[src/rtl/lfsr_rng_if.sv]
`default_nettype none
// ============================================================================
// Module      : lfsr_rng_if
// Description : Seed, advance, entropy and range-request bundle for lfsr_rng.
// Revision    : 1.0 - initial release
// ============================================================================
interface lfsr_rng_if #(
    parameter int WIDTH = 10,
    parameter int OUT_W = 8
);
    logic             seed_load;
    logic [WIDTH-1:0] seed;
    logic             en;
    logic             din;
    logic             req;
    logic [OUT_W-1:0] limit;
    logic             busy;
    logic             valid;
    logic [OUT_W-1:0] value;
    logic             fallback;
    logic [WIDTH-1:0] state;

    modport master (
        output seed_load, seed, en, din, req, limit,
        input  busy, valid, value, fallback, state
    );

    modport slave (
        input  seed_load, seed, en, din, req, limit,
        output busy, valid, value, fallback, state
    );
endinterface
`default_nettype wire

[src/rtl/lfsr_rng.sv]
`default_nettype none
// ============================================================================
// Module      : lfsr_rng
// Description : Leap-forward Fibonacci LFSR with seed load, lockup recovery,
//               entropy injection and a rejection-sampling range generator.
// Revision    : 1.0 - initial release
// ============================================================================
module lfsr_rng #(
    parameter int               WIDTH     = 10,
    parameter logic [WIDTH-1:0] TAPS      = 'h240,
    parameter int               STEPS     = 1,
    parameter int               OUT_W     = 8,
    parameter int               MAX_TRIES = 4
) (
    input  logic      clk,
    input  logic      init,
    lfsr_rng_if.slave bus
);

    localparam int               c_TRY_W      = (MAX_TRIES > 1) ? $clog2(MAX_TRIES) : 1;
    localparam logic [c_TRY_W-1:0] c_LAST_TRY = c_TRY_W'(MAX_TRIES - 1);
    localparam logic [WIDTH-1:0] c_RESET_STATE = {1'b1, {(WIDTH-1){1'b0}}};
    localparam logic [0:0]       c_S_IDLE     = 1'b0;
    localparam logic [0:0]       c_S_DRAW     = 1'b1;

    generate
        if (OUT_W > WIDTH || STEPS < 1 || STEPS > WIDTH || WIDTH < 3 || MAX_TRIES < 1) begin : g_param_check
            $error("lfsr_rng: illegal parameter combination");
        end
    endgenerate

    logic [WIDTH-1:0]   r_state;
    logic [0:0]         r_fsm;
    logic [OUT_W-1:0]   r_lim;
    logic [OUT_W-1:0]   r_mask;
    logic [c_TRY_W-1:0] r_tries;
    logic [OUT_W-1:0]   r_value;
    logic               r_valid;
    logic               r_fallback;

    logic [WIDTH-1:0]   w_chain;
    logic               w_fb;
    logic [WIDTH-1:0]   w_adv_state;
    logic [WIDTH-1:0]   w_seed_state;
    logic               w_advance;
    logic [OUT_W-1:0]   w_lim_m1;
    logic [OUT_W-1:0]   w_mask_in;
    logic [OUT_W-1:0]   w_cand;
    logic               w_accept;

    logic [WIDTH-1:0]   w_state_nxt;
    logic [0:0]         w_fsm_nxt;
    logic [OUT_W-1:0]   w_lim_nxt;
    logic [OUT_W-1:0]   w_mask_nxt;
    logic [c_TRY_W-1:0] w_tries_nxt;
    logic [OUT_W-1:0]   w_value_nxt;
    logic               w_valid_nxt;
    logic               w_fallback_nxt;

    // Leap-forward: STEPS shifts unrolled; entropy only enters the first one.
    always_comb begin
        w_chain = r_state;
        w_fb    = 1'b0;
        for (int i = 0; i < STEPS; i++) begin
            w_fb    = (^(w_chain & TAPS)) ^ ((i == 0) ? bus.din : 1'b0);
            w_chain = {w_chain[WIDTH-2:0], w_fb};
        end
    end

    assign w_adv_state  = (w_chain == '0) ? c_RESET_STATE : w_chain;
    assign w_seed_state = (bus.seed == '0) ? c_RESET_STATE : bus.seed;
    assign w_advance    = bus.en | (r_fsm == c_S_DRAW);

    // Mask bit i is set when limit-1 reaches 2^i; limit 0 keeps every bit.
    always_comb begin
        w_lim_m1  = bus.limit - 1'b1;
        w_mask_in = '0;
        if (bus.limit == '0) begin
            w_mask_in = '1;
        end else begin
            for (int i = 0; i < OUT_W; i++) begin
                w_mask_in[i] = |(w_lim_m1 >> i);
            end
        end
    end

    assign w_cand   = w_adv_state[OUT_W-1:0] & r_mask;
    assign w_accept = (r_lim == '0) || (w_cand < r_lim);

    always_comb begin
        w_fsm_nxt      = r_fsm;
        w_lim_nxt      = r_lim;
        w_mask_nxt     = r_mask;
        w_tries_nxt    = r_tries;
        w_value_nxt    = r_value;
        w_valid_nxt    = 1'b0;
        w_fallback_nxt = r_fallback;
        w_state_nxt    = r_state;

        if (bus.seed_load) begin
            w_state_nxt = w_seed_state;
        end else begin
            if (w_advance) begin
                w_state_nxt = w_adv_state;
            end
            case (r_fsm)
                c_S_IDLE: begin
                    if (bus.req) begin
                        w_lim_nxt   = bus.limit;
                        w_mask_nxt  = w_mask_in;
                        w_tries_nxt = '0;
                        w_fsm_nxt   = c_S_DRAW;
                    end
                end
                c_S_DRAW: begin
                    if (w_accept) begin
                        w_value_nxt    = w_cand;
                        w_fallback_nxt = 1'b0;
                        w_valid_nxt    = 1'b1;
                        w_fsm_nxt      = c_S_IDLE;
                    end else if (r_tries == c_LAST_TRY) begin
                        // cand < 2*lim-1 here, so the fold stays below lim.
                        w_value_nxt    = w_cand - r_lim;
                        w_fallback_nxt = 1'b1;
                        w_valid_nxt    = 1'b1;
                        w_fsm_nxt      = c_S_IDLE;
                    end else begin
                        w_tries_nxt = r_tries + c_TRY_W'(1);
                    end
                end
                default: w_fsm_nxt = c_S_IDLE;
            endcase
        end
    end

    always_ff @(posedge clk) begin
        if (init) begin
            r_state    <= c_RESET_STATE;
            r_fsm      <= c_S_IDLE;
            r_lim      <= '0;
            r_mask     <= '0;
            r_tries    <= '0;
            r_value    <= '0;
            r_valid    <= 1'b0;
            r_fallback <= 1'b0;
        end else begin
            r_state    <= w_state_nxt;
            r_fsm      <= w_fsm_nxt;
            r_lim      <= w_lim_nxt;
            r_mask     <= w_mask_nxt;
            r_tries    <= w_tries_nxt;
            r_value    <= w_value_nxt;
            r_valid    <= w_valid_nxt;
            r_fallback <= w_fallback_nxt;
        end
    end

    assign bus.busy     = (r_fsm != c_S_IDLE);
    assign bus.valid    = r_valid;
    assign bus.value    = r_value;
    assign bus.fallback = r_fallback;
    assign bus.state    = r_state;

endmodule
`default_nettype wire

[src/flat_wrapper.sv]
// flat-port wrapper written by rule: the top's interface ports become plain ports
module lfsr_rng_flat 
#(
    parameter int               WIDTH     = 10,
    parameter logic [WIDTH-1:0] TAPS      = 'h240,
    parameter int               STEPS     = 1,
    parameter int               OUT_W     = 8,
    parameter int               MAX_TRIES = 4
)
  (clk, init, bus_seed_load, bus_seed, bus_en, bus_din, bus_req, bus_limit, bus_busy, bus_valid, bus_value, bus_fallback, bus_state);
  lfsr_rng_if #(.WIDTH(WIDTH), .OUT_W(OUT_W)) bus_i ();
  input  logic clk;
  input  logic init;
  input wire logic [$bits(bus_i.seed_load)-1:0] bus_seed_load;
  input wire logic [$bits(bus_i.seed)-1:0] bus_seed;
  input wire logic [$bits(bus_i.en)-1:0] bus_en;
  input wire logic [$bits(bus_i.din)-1:0] bus_din;
  input wire logic [$bits(bus_i.req)-1:0] bus_req;
  input wire logic [$bits(bus_i.limit)-1:0] bus_limit;
  output wire logic [$bits(bus_i.busy)-1:0] bus_busy;
  output wire logic [$bits(bus_i.valid)-1:0] bus_valid;
  output wire logic [$bits(bus_i.value)-1:0] bus_value;
  output wire logic [$bits(bus_i.fallback)-1:0] bus_fallback;
  output wire logic [$bits(bus_i.state)-1:0] bus_state;
  assign bus_i.seed_load = bus_seed_load;
  assign bus_i.seed = bus_seed;
  assign bus_i.en = bus_en;
  assign bus_i.din = bus_din;
  assign bus_i.req = bus_req;
  assign bus_i.limit = bus_limit;
  assign bus_busy = bus_i.busy;
  assign bus_valid = bus_i.valid;
  assign bus_value = bus_i.value;
  assign bus_fallback = bus_i.fallback;
  assign bus_state = bus_i.state;
  lfsr_rng #(.WIDTH(WIDTH), .TAPS(TAPS), .STEPS(STEPS), .OUT_W(OUT_W), .MAX_TRIES(MAX_TRIES)) u_core (.clk(clk), .init(init), .bus(bus_i));
endmodule
[config.mk]
export PLATFORM = sky130hd
export DESIGN_NAME = lfsr_rng_flat
export DESIGN_NICKNAME = d
export VERILOG_FILES = /design/src/rtl/lfsr_rng_if.sv /design/src/rtl/lfsr_rng.sv /design/src/flat_wrapper.sv
export SDC_FILE = /design/constraint.sdc
export NUM_CORES = 1
export LEC_CHECK = 0
export ABC_CLOCK_PERIOD_IN_PS = 2900
export CORE_UTILIZATION = 43
export CTS_CLUSTER_DIAMETER = 100
export CTS_CLUSTER_SIZE = 12
export DETAILED_ROUTE_END_ITERATION = 6
export PLACE_DENSITY = 0.69
export REMOVE_ABC_BUFFERS = 1
export SLEW_MARGIN = 40
export SYNTH_ARGS = -nofsm -noshare
export SYNTH_HDL_FRONTEND = slang
export SYNTH_SLANG_ARGS = --single-unit
[constraint.sdc]
create_clock -name clk -period 2.9 [get_ports clk]
set_input_delay 0.29 -clock clk [delete_from_list [all_inputs] [get_ports clk]]
set_output_delay 0.29 -clock clk [all_outputs]
set_load 0.05 [all_outputs]
==> qor.json <==
{
  "route": {
    "route.vias.total": 2065,
    "routed_wire_length_per_instance_um": 13.5,
    "drc": 0,
    "post_drt_via_cell_ratio": 5.18,
    "drt_first_iter_violations": 86,
    "drt_pass1_iterations": 4,
    "antenna_left": 0,
    "detail_route.wirelength_mm": 5.39
  },
  "clocking": {
    "cts_htree_levels": 2,
    "cts_buffers": 5,
    "max-clock-path-buffers": 2,
    "cts_tree": "built",
    "cts_root_buf": "sky130_fd_sc_hd__clkbuf_8",
    "worstSkewPairLatency_ps": 290,
    "clk_pin_slew_ps": 70,
    "clock_sinks": 39
  },
  "placement": {
    "finalWeightedCongestion": 0.834,
    "dp_cells": 389,
    "post-dp-hpwl_mm": 4.18,
    "count_of_input_and_output_buffers": 44
  },
  "run": {
    "maxCapViolCount": 0
  },
  "layout": {
    "diodes": 0,
    "areaGrowthSynthToFinish_pct": 34.3,
    "final_layout_size_suffix_gt1_share_pct": 14.3,
    "finished_layout_cells": 399,
    "fill_cells": 493,
    "final_core_utilization_pct": 59.7,
    "multi_input_comb_area_sq_um": 1400,
    "layout_net_count": 365,
    "area.sequential_sq_um": 782
  },
  "synthesis": {
    "ys_async_sr_fraction_pct": 0,
    "synthTopCellsByArea": "sky130_fd_sc_hd__dfxtp_1 (35%), sky130_fd_sc_hd__ha_1 (6.7%), sky130_fd_sc_hd__nor2_1 (6.0%)",
    "leading_register_cell_type_out_of_synthesis": "sky130_fd_sc_hd__dfxtp_1",
    "syn_avg_cell_area_sq_um": 8.33,
    "synth_edf_count": 0,
    "synth.ff_latch_count": 39,
    "synth.cells.most_frequent": "sky130_fd_sc_hd__dfxtp_1 (39), sky130_fd_sc_hd__nor2_1 (36), sky130_fd_sc_hd__nand2_1 (29)",
    "yosysMostFrequentCell": "sky130_fd_sc_hd__dfxtp_1",
    "ys_warns": 0,
    "post_synth_instance_area_sq_um": 2260,
    "synth.distinct_cells": 48,
    "yosys.area.top_type": "sky130_fd_sc_hd__dfxtp_1",
    "netlist.area_leader.share_pct": 34.6,
    "synth.yosys.seq_area_share_pct": 34.6,
    "post_synth_inst_count": 271
  },
  "power": {
    "total_leakage_power_nw": 1.15,
    "power.ir.vdd_worst_mv": 0.315,
    "power.total_mw": 1.51,
    "power_per_unit_of_standard_cell_area_nw_per_um2": 498
  },
  "setup_path": {
    "critPathLaunchType": "flop",
    "crit_path_start": "u_core.bus.state[9]",
    "critical_path_arrival_ps": 2960,
    "cp_class": "reg -> reg",
    "critical_path.reg2reg.startpoint": "u_core.bus.state[9]",
    "worstPathMaxFanout": 5,
    "timing.critical_path.required_ps": 3080,
    "crit_path_end_kind": "flop"
  },
  "global_routing": {
    "grt_max_degree": 17,
    "grt_antenna_before_repair": 0,
    "grt.total_usage_pct": 20.2,
    "globalRouteOverflowTotal": 0,
    "grt_first_pass_wirelength_mm": 8.54,
    "grt_pass1_vias": 1809
  },
  "run_status": {
    "status": "completed"
  },
  "timing": {
    "achievable-frequency_mhz": 359,
    "final.min_clock_period_ps": 2780,
    "final.setup_skew_ps": 2.96,
    "part_of_the_cycle_the_worst_path_needs_pct": 96.0,
    "final-hold-violation-count": 0,
    "relSlewSlack_pct": 64.7,
    "worst_slew_pin_slew_ps": 528,
    "timing.final.setup_violations": 0,
    "slew_violations": 0,
    "hold_slack_ps": 454
  },
  "floorplanning": {
    "floorplan.rows": 26,
    "core_sq_um": 5070,
    "die_w_um": 74.5,
    "design.portCount": 45,
    "die_y_um": 74.5,
    "fp.dieArea_sq_um": 5540,
    "floorplan.initialDensity_pct": 44.5
  },
  "hold_path": {
    "hold_path.startpoint": "u_core.r_tries[1]",
    "hold_class": "reg -> reg"
  }
}
[registers in the layout, summed over array words and instances (netlist names)]
signal               count
u_core.r_mask            8
u_core.bus.value         8
u_core.bus.valid         1
u_core.bus.busy          1
u_core.r_tries           2
u_core.r_lim             8
u_core.bus.fallback      1
u_core.bus.state        10
[repair_timing]
| action | in CTS | in global routing |
|---|---|---|
| gates cloned | 0 | 1 |
| pin swaps | 0 | 8 |
| resized for setup | 2 | 6 |
| endpoints found under the setup margin | 4 | 10 |
| hold buffers | 0 | 0 |
| setup buffers | 0 | 1 |
[final cells by class]
cell class,count,area share (%)
tap,70,2.89
inverter,15,1.86
sequential,39,25.8
timing repair buffer,63,19.4
clock buffer,6,2.72
clock inverter,2,1.16
multi-input combinational,204,46.1
[metrics by stage]
| step | cell area (sq um) | TNS [ps] | worst slack [ps] |
|---|---|---|---|
| 2_1_floorplan | 2190 | -4760 | -747 |
| 3_3_place_gp | 2860 | -2440 | -244 |
| 3_5_place_dp | 2860 | -3830 | -398 |
| 4_1_cts | 2980 | 0 | 52.7 |
| 5_1_grt | 3030 | -13.5 | -11.2 |
| 6_report | 3030 | 0 | 117 |
[routing by layer]
| metal | wire length [um] | global-route usage [%] |
|---|---|---|
| met4 | 100 | 7.13 |
| met3 | 175 | 3.79 |
| met1 | 2680 | 29.8 |
| met5 | 0 | 0 |
| met2 | 2430 | 29.2 |
[layout by cell type, fill, tap and decap left out, types with 8 or more instances in the layout]
master	synthesis	layout
sky130_fd_sc_hd__buf_4	0	18
sky130_fd_sc_hd__ha_1	12	12
sky130_fd_sc_hd__xnor2_1	8	8
sky130_fd_sc_hd__nor2_1	36	36
sky130_fd_sc_hd__nand2_1	29	29
sky130_fd_sc_hd__and2_1	8	8
sky130_fd_sc_hd__a21oi_1	20	20
sky130_fd_sc_hd__dfxtp_1	39	38
sky130_fd_sc_hd__nor3_1	8	8
sky130_fd_sc_hd__inv_1	15	15
sky130_fd_sc_hd__clkdlybuf4s50_1	0	43
sky130_fd_sc_hd__a211oi_1	14	14
sky130_fd_sc_hd__mux2i_1	10	10
[power by group]
| group | leakage, nW | internal, mW | total [mW] | switching [mW] |
|---|---|---|---|---|
| clock network | 0.0612 | 0.278 | 0.465 | 0.187 |
| logic | 0.774 | 0.199 | 0.448 | 0.249 |
| registers | 0.319 | 0.569 | 0.597 | 0.0277 |
[final timing paths]
kind	slack [ps]	endpoint	cells past startpoint
max	120	u_core.bus.value[3]	12
max reg2reg	120	u_core.bus.value[3]	12
min	450	u_core.r_tries[1]	2
min reg2reg	450	u_core.r_tries[1]	2
[critical path, stage by stage (launching register included)]
cell	delay [ps]
sky130_fd_sc_hd__dfxtp_2	340
sky130_fd_sc_hd__xor2_2	190
sky130_fd_sc_hd__xor2_1	180
sky130_fd_sc_hd__nand2_1	80
sky130_fd_sc_hd__ha_1	150
sky130_fd_sc_hd__inv_1	70
sky130_fd_sc_hd__fa_2	400
sky130_fd_sc_hd__a211oi_2	250
sky130_fd_sc_hd__o21ai_2	100
sky130_fd_sc_hd__o311a_4	410
sky130_fd_sc_hd__buf_4	170
sky130_fd_sc_hd__mux2i_1	230
sky130_fd_sc_hd__a211oi_2	100
[cells by family (layout without fill, tap and decap cells)]
| kind of cell | Yosys count | in the layout | share of synthesized area [%] |
|---|---|---|---|
| mux | 10 | 10 | 4.43 |
| compound gates | 63 | 64 | 21.6 |
| fa+ha+maj | 13 | 13 | 7.54 |
| buf+inv | 29 | 86 | 5.38 |
| xor+xnor | 11 | 11 | 4.27 |
| simple gates | 106 | 106 | 22.2 |
| flops | 39 | 39 | 34.6 |
Note: power is estimated with default switching activity, not from simulation.
